## config.mk

```make
export PLATFORM = sky130hd
export DESIGN_NAME = cpu_sequencer
export DESIGN_NICKNAME = d
export VERILOG_FILES = /design/src/rtl/cpu_sequencer.sv
export SDC_FILE = /design/constraint.sdc
export NUM_CORES = 1
export LEC_CHECK = 0
export CORE_ASPECT_RATIO = 0.5
export CORE_UTILIZATION = 45
export DETAILED_ROUTE_END_ITERATION = 7
export GPL_TIMING_DRIVEN = 0
export PLACE_DENSITY = 0.9
export SLEW_MARGIN = 20
export SYNTH_ARGS = -nofsm -noshare
export SYNTH_HDL_FRONTEND = slang
export SYNTH_SLANG_ARGS = --single-unit
```

## constraint.sdc

```tcl
create_clock -name clk -period 2.5 [get_ports clk]
set_input_delay 0.25 -clock clk [delete_from_list [all_inputs] [get_ports clk]]
set_output_delay 0.25 -clock clk [all_outputs]
set_load 0.005 [all_outputs]
```

## src/rtl/cpu_sequencer.sv

```systemverilog
// Multi-cycle FETCH/DECODE/EXECUTE/WRITEBACK control for the RV32I integer datapath.
// Decodes R-type and I-type ALU instructions and halts on illegal words or fetch timeout.
module cpu_sequencer #(
    parameter int RETIRE_W      = 16,
    parameter int FETCH_TIMEOUT = 15
) (
    input  logic                clk,
    input  logic                reset,
    input  logic                start,
    input  logic                stop,
    output logic                imem_req,
    input  logic                imem_ack,
    input  logic [31:0]         imem_rdata,
    output logic [31:0]         ir,
    output logic                ir_write,
    output logic [2:0]          alu_op,
    output logic                use_imm,
    output logic                reg_write,
    output logic                pc_write,
    output logic                busy,
    output logic                halted,
    output logic                illegal,
    output logic                timeout,
    output logic [RETIRE_W-1:0] retired
);

    typedef enum logic [2:0] {
        ALU_ADD = 3'd0,
        ALU_SUB = 3'd1,
        ALU_AND = 3'd2,
        ALU_OR  = 3'd3,
        ALU_XOR = 3'd4,
        ALU_SLL = 3'd5,
        ALU_SRL = 3'd6,
        ALU_SLT = 3'd7
    } alu_op_e;

    typedef enum logic [2:0] {
        S_IDLE,
        S_FETCH,
        S_DECODE,
        S_EXECUTE,
        S_WRITEBACK,
        S_HALT
    } state_e;

    localparam logic [6:0] OPC_R = 7'b0110011;
    localparam logic [6:0] OPC_I = 7'b0010011;

    state_e                state_q, state_d;
    logic [31:0]           ir_q, ir_d;
    alu_op_e               alu_op_q, alu_op_d;
    logic                  use_imm_q, use_imm_d;
    logic                  illegal_q, illegal_d;
    logic                  timeout_q, timeout_d;
    logic                  stop_q, stop_d;
    logic [7:0]            wait_q, wait_d;
    logic [RETIRE_W-1:0]   retired_q, retired_d;

    logic                  dec_legal;
    alu_op_e               dec_op;
    logic                  dec_imm;
    logic [2:0]            funct3;
    logic [6:0]            funct7;
    logic [7:0]            wait_inc;

    assign funct3   = ir_q[14:12];
    assign funct7   = ir_q[31:25];
    assign wait_inc = wait_q + 8'd1;

    always_comb begin
        dec_legal = 1'b0;
        dec_op    = ALU_ADD;
        dec_imm   = 1'b0;
        case (ir_q[6:0])
            OPC_R: begin
                // Only SUB may carry the alternate funct7; SRA and friends are rejected.
                if (funct7 == 7'b0000000 || (funct7 == 7'b0100000 && funct3 == 3'b000)) begin
                    dec_legal = 1'b1;
                    case (funct3)
                        3'b000:  dec_op = funct7[5] ? ALU_SUB : ALU_ADD;
                        3'b001:  dec_op = ALU_SLL;
                        3'b010:  dec_op = ALU_SLT;
                        3'b100:  dec_op = ALU_XOR;
                        3'b101:  dec_op = ALU_SRL;
                        3'b110:  dec_op = ALU_OR;
                        3'b111:  dec_op = ALU_AND;
                        default: dec_legal = 1'b0;
                    endcase
                end
            end
            OPC_I: begin
                dec_imm   = 1'b1;
                dec_legal = 1'b1;
                case (funct3)
                    3'b000:  dec_op = ALU_ADD;
                    3'b001: begin
                        dec_op    = ALU_SLL;
                        dec_legal = (funct7 == 7'b0000000);
                    end
                    3'b010:  dec_op = ALU_SLT;
                    3'b100:  dec_op = ALU_XOR;
                    3'b101: begin
                        dec_op    = ALU_SRL;
                        dec_legal = (funct7 == 7'b0000000);
                    end
                    3'b110:  dec_op = ALU_OR;
                    3'b111:  dec_op = ALU_AND;
                    default: dec_legal = 1'b0;
                endcase
            end
            default: dec_legal = 1'b0;
        endcase
    end

    always_comb begin
        state_d   = state_q;
        ir_d      = ir_q;
        alu_op_d  = alu_op_q;
        use_imm_d = use_imm_q;
        illegal_d = illegal_q;
        timeout_d = timeout_q;
        retired_d = retired_q;
        stop_d    = stop_q | stop;
        wait_d    = 8'd0;
        imem_req  = 1'b0;
        ir_write  = 1'b0;
        reg_write = 1'b0;
        pc_write  = 1'b0;
        case (state_q)
            S_IDLE: begin
                stop_d = start ? (stop_q | stop) : 1'b0;
                if (start) begin
                    state_d = S_FETCH;
                end
            end
            S_FETCH: begin
                imem_req = 1'b1;
                // An ack on the final permitted cycle still wins over the timeout.
                if (imem_ack) begin
                    ir_d     = imem_rdata;
                    ir_write = 1'b1;
                    state_d  = S_DECODE;
                end else if (wait_inc == 8'(FETCH_TIMEOUT)) begin
                    timeout_d = 1'b1;
                    state_d   = S_HALT;
                end else begin
                    wait_d = wait_inc;
                end
            end
            S_DECODE: begin
                if (dec_legal) begin
                    alu_op_d  = dec_op;
                    use_imm_d = dec_imm;
                    state_d   = S_EXECUTE;
                end else begin
                    illegal_d = 1'b1;
                    state_d   = S_HALT;
                end
            end
            S_EXECUTE: begin
                state_d = S_WRITEBACK;
            end
            S_WRITEBACK: begin
                reg_write = (ir_q[11:7] != 5'd0);
                pc_write  = 1'b1;
                retired_d = retired_q + RETIRE_W'(1);
                stop_d    = 1'b0;
                state_d   = (stop_q | stop) ? S_IDLE : S_FETCH;
            end
            default: begin
                stop_d = 1'b0;
            end
        endcase
    end

    always_ff @(posedge clk or negedge reset) begin
        if (!reset) begin
            state_q   <= S_IDLE;
            ir_q      <= 32'd0;
            alu_op_q  <= ALU_ADD;
            use_imm_q <= 1'b0;
            illegal_q <= 1'b0;
            timeout_q <= 1'b0;
            stop_q    <= 1'b0;
            wait_q    <= 8'd0;
            retired_q <= '0;
        end else begin
            state_q   <= state_d;
            ir_q      <= ir_d;
            alu_op_q  <= alu_op_d;
            use_imm_q <= use_imm_d;
            illegal_q <= illegal_d;
            timeout_q <= timeout_d;
            stop_q    <= stop_d;
            wait_q    <= wait_d;
            retired_q <= retired_d;
        end
    end

    assign ir      = ir_q;
    assign alu_op  = alu_op_q;
    assign use_imm = use_imm_q;
    assign busy    = (state_q == S_FETCH) || (state_q == S_DECODE) ||
                     (state_q == S_EXECUTE) || (state_q == S_WRITEBACK);
    assign halted  = (state_q == S_HALT);
    assign illegal = illegal_q;
    assign timeout = timeout_q;
    assign retired = retired_q;

endmodule
```

## Yosys cells after proc, flatten, opt, wreduce, memory -nomap -nowiden

Cells that the tools add are included.
Widths: inputs -> output; s select.

- Output and inout bits: 60
- Logic and storage cells: 76
- Bits in registers: 66
- Input bits: 37

- Muxes and demuxes: 26
- Reductions and logical operators: 19
- Bitwise operators: 3
- Eq/ne operators: 17
- Add/subtract/negate cells: 2

Operators by type and width:

| kind | number |
|---|---|
| $mux 8 | 3 |
| $pmux 3 s7 | 1 |
| $eq 3x3->1 const B | 6 |
| $pmux 3 s6 | 1 |
| $add 16x1->16 const B | 1 |
| $mux 3 | 5 |
| $pmux 3 s5 | 1 |
| $eq 7x6->1 const B | 2 |
| $mux 1 | 11 |
| $reduce_bool 5->1 | 2 |
| $eq 3x2->1 const B | 3 |
| $add 8x1->8 const B | 1 |
| $eq 8x4->1 const B | 1 |
| $eq 7x5->1 const B | 1 |
| $logic_not 7->1 | 1 |
| $reduce_or 7->1 | 1 |
| $eq 3x1->1 const B | 2 |
| $logic_not 3->1 | 2 |
| $pmux 1 s2 | 3 |
| $pmux 3 s2 | 1 |
| $reduce_and 2->1 | 3 |
| $reduce_and 3->1 | 2 |
| $reduce_or 5->1 | 1 |
| $logic_or 1x1->1 | 4 |
| other kinds (7) | 8 |

## Longest topological paths before layout

- Depth after elaboration: 7
- Depth in mapped cells: 7
- Depth with buffers taken out: 6

## Worst setup path before layout

Ideal clock, no wire load.

- Path type: reg2reg
- From: reg ir_q[28] (netlist: ir[28])
- To: reg alu_op_q[0] (netlist: alu_op[0])
- Data arrival time: 2.061 ns
- Slack: 0.314 ns
- Clock period less this slack: 2.186 ns
- Setup time: 0.125 ns
- Buffers on the path: 1
- Stages on the path, launching flop included: 7
- Data required time: 2.375 ns
- Cells stage by stage: dfrtp_1 or4_4 o41ai_2 o2111ai_1 or2_1 buf_6 mux2_4

- Longest elaborated chain between the ends: 6
- Elaborated cells on any way between the ends: 10
- Those cells by class: eq/ne: 1; mux: 5; reduce/logical: 4

Ends and longest elaborated chain:

| item | RTL line | RTL |
|---|---|---|
| from (decl) | 51 | `logic [31:0] ir_q, ir_d;` |
| from (signal assigned) | 190 | `ir_q <= ir_d;` |
| $eq 7x6->1 | 78 | `if (funct7 == 7'b0000000 \|\| (funct7 == 7'b0100000 && funct3 == 3'b000)) begin` |
| $logic_and 1x1->1 | 78 |  |
| $logic_or 1x1->1 | 78 |  |
| $mux 1 | 78 |  |
| $pmux 1 s2 | 75 | `case (ir_q[6:0])` |
| $reduce_and 2->1 (no line) | - |  |
| to (signal assigned) | 191 | `alu_op_q <= alu_op_d;` |
| to (decl) | 52 | `alu_op_e alu_op_q, alu_op_d;` |

Parallel ways exist; a longest one is shown, timed or not.
A chain may end at the register's enable or synchronous reset.

## Worst setup path in the final report

- From: reg state_q[1]
- To: out ir_write

- Longest elaborated chain between the ends: 2

Ends and longest elaborated chain:

| item | RTL line | RTL |
|---|---|---|
| from (decl) | 50 | `state_e state_q, state_d;` |
| from (signal assigned) | 189 | `state_q <= state_d;` |
| $eq 3x1->1 | 130 | `case (state_q)` |
| $mux 1 | 130 |  |
| to (decl) | 15 | `output logic ir_write,` |

Every way passes these cells.

==> flow_summary.json <==
{
  "clk_pin_slew_ps": 50,
  "grt-ovfl-total": 0,
  "multi_input_area_mm2": 0.00125,
  "drt-pass1-iter-count": 4,
  "yosysWarnings": 0,
  "timing.final.crit_period_ps": 2440,
  "routabilityCongestion": 0.849,
  "syn_area_per_cell_um2": 12.2,
  "syn-num-nets": 282,
  "fmax_mhz": 410,
  "timing.final.ws_setup_ps": 60.9,
  "critPathLaunchType": "flop",
  "leakagePower_nw": 1.82,
  "final_max_slew_viol_count": 0,
  "initial_utilization_pct": 47.6,
  "postCtsSetupBuffers": 0,
  "cpPeakStageDelay_ps": 530,
  "synth_edf_count": 0,
  "syn_inst": 242,
  "core_area_mm2": 0.00621,
  "min_period_over_period_pct": 97.6,
  "cp.required_ps": 2250,
  "hold_class": "in2async",
  "groute.usage.overall_pct": 24.1,
  "grt_max_degree": 62,
  "routed-via-count": 2303,
  "worst-setup-path-type": "reg2out",
  "slew_headroom_pct": 60.9,
  "cts_root_buffer": "clkbuf_16",
  "dpl-instance-area_mm2": 0.00405,
  "numCtsBuffers": 9,
  "grt_pass1_vias": 2477,
  "finalHoldViolCount": 0,
  "netlist.area_leader.share_pct": 55.9,
  "htreeDepth": 3,
  "ys_types": 44,
  "via_per_inst": 5.23,
  "dpl.cell_count": 427,
  "crit_path_cell_trace": "clkbuf_1, nor2_2, and3_4, buf_4, clkdlybuf4s50_1",
  "yosys_register_bits": 66,
  "slowest_stage": "clkdlybuf4s50_1",
  "critPathBufInv": 3,
  "synth_area_leaders": "dfrtp_1, mux2_2, xnor2_1",
  "worstPathArrival_ps": 2190,
  "stdcell_count": 440,
  "setup_viol": 0,
  "async_reset_ff_share_pct": 100,
  "crit_start": "state_q[1]",
  "crit_family": "buffers and inverters",
  "r2r_start": "ir[28]",
  "final_nets": 389,
  "num-fill-cells": 409,
  "clock-sinks": 66,
  "drc": 0,
  "status": "complete, no violations",
  "die_x_um": 117,
  "irDropWorstVdd_v": 0.000506,
  "max-cap-violations": 0,
  "area_growth_pct": 47.0,
  "dieArea_mm2": 0.00692,
  "routedWlPerCell_um": 17.3,
  "io_pins": 97,
  "place_ws_ps": -176,
  "dr.first_iter.drc_count": 112,
  "synth_top_area_cell": "dfrtp_1",
  "diodes": 0,
  "p_per_area_mw_per_mm2": 1060,
  "synth_common_cells": "dfrtp_1, mux2_2, nor2_1",
  "clock_skew_ps": 4.93,
  "design_area_mm2": 0.00434,
  "post-dp-hpwl_mm": 5.12,
  "synthesis.area_mm2": 0.00296,
  "clock_latency_ps": 330,
  "grt_setup_unrepaired": "false",
  "cp-end-kind": "primary output",
  "ys.flop_type": "dfrtp_1",
  "whs_ps": 291,
  "tightest_slew_ps": 587,
  "seqCellArea_mm2": 0.00165,
  "die_y_um": 59.3,
  "grt_antenna_before_repair": 0,
  "numPortBuffers": 96,
  "ant_nets": 0,
  "clock_path_buffers": 2,
  "synth_seq_area_share_pct": 55.9,
  "grt_pass1_wl_mm": 12.2,
  "cts_tree": "built",
  "cp_max_fo": 10,
  "rows": 20,
  "drt-total-wl_mm": 7.62,
  "synth_most_common_cell": "dfrtp_1",
  "drive_gt1_share_pct": 17.3
}
[routing by layer]
layer	wire length [um]	GRT usage [%]
met1	3100	27.8
met2	4060	42.6
met3	262	6.54
met4	200	11.2
met5	0	0
[worst reg2reg max path: stages (launching register included)]
cell and delay (ps):
dfrtp_1 400, or4_4 570, o41ai_2 300, o2111ai_1 270
or2_1 310, buf_6 140, mux2_4 290
[cells by family (layout without fill, tap and decap cells)]
logic type               count (synthesis)  count (layout)  synth area share, %
AO/OA/AOI/OAI                           29              29                 7.07
XOR/XNOR                                23              23                 6.82
adder cells (fa/ha/maj)                  3               3                 1.27
buffers and inverters                   16             126                 2.33
flip-flops                              66              66                 55.9
multiplexers                            35              35                 13.8
AND/OR/NAND/NOR                         70              70                 12.8
[final timing paths]
kind                               to  slack [ps]  cells after the start
min reg2reg                   illegal         470                      1
max in group asynchronous      ir[31]        1720                      3
max reg2reg                   use_imm         110                      6
max                          ir_write          60                      5
min in group clk              illegal         470                      1
min                        retired[9]         290                      2
[state kept, by name, indices dropped and copies added, names as in the netlist]
| register | cells |
|---|---|
| alu_op | 3 |
| ir | 32 |
| state_q | 3 |
| stop_q | 1 |
| illegal | 1 |
| use_imm | 1 |
| retired | 16 |
| timeout | 1 |
| wait_q | 8 |
[placed cells by master (no fill, tap or decap), types with 4 or more instances in the layout]
cell type / Yosys / final
xor2_1: 8 / 8
nand3_1: 7 / 7
nor2_1: 17 / 16
and4_1: 4 / 4
o21ai_0: 7 / 7
clkdlybuf4s50_1: 0 / 95
dfrtp_1: 66 / 66
nor3_1: 5 / 4
mux2_4: 4 / 4
a21oi_1: 4 / 4
inv_1: 7 / 7
nand2_1: 13 / 13
mux2_2: 31 / 31
clkbuf_16: 0 / 9
xnor2_1: 15 / 15
[stage by stage]
stage	power (W)	setup TNS (ps)	util, %
floorplan	0.00242	0	-
global placement	0.00329	-52700	64.9
detailed placement	0.00338	-176	65.3
CTS	0.00463	0	70.0
global route	0.00483	0	70.0
finish	0.00461	0	70.0
[layout make-up]
type / instances / area share (%)
clock inverters: 4 / 1.04
multi-input cells: 160 / 28.7
flip-flops and latches: 66 / 38.0
inverters: 7 / 0.605
plain buffers: 7 / 0.893
repair buffers: 98 / 22.9
well taps: 88 / 2.53
clock buffers: 10 / 5.27
[power breakdown]
group	internal, W	switching [W]
logic	0.00107	0.000617
clock network	0.000754	0.000424
registers	0.00141	0.000341
total	0.00323	0.00138
[timing repair]
item	CTS	global route
setup endpoints to repair	12	2
hold buffers	1	0
endpoints found under the hold margin	19	0
resized for setup	5	1
Note: power is estimated with default switching activity, not from simulation.
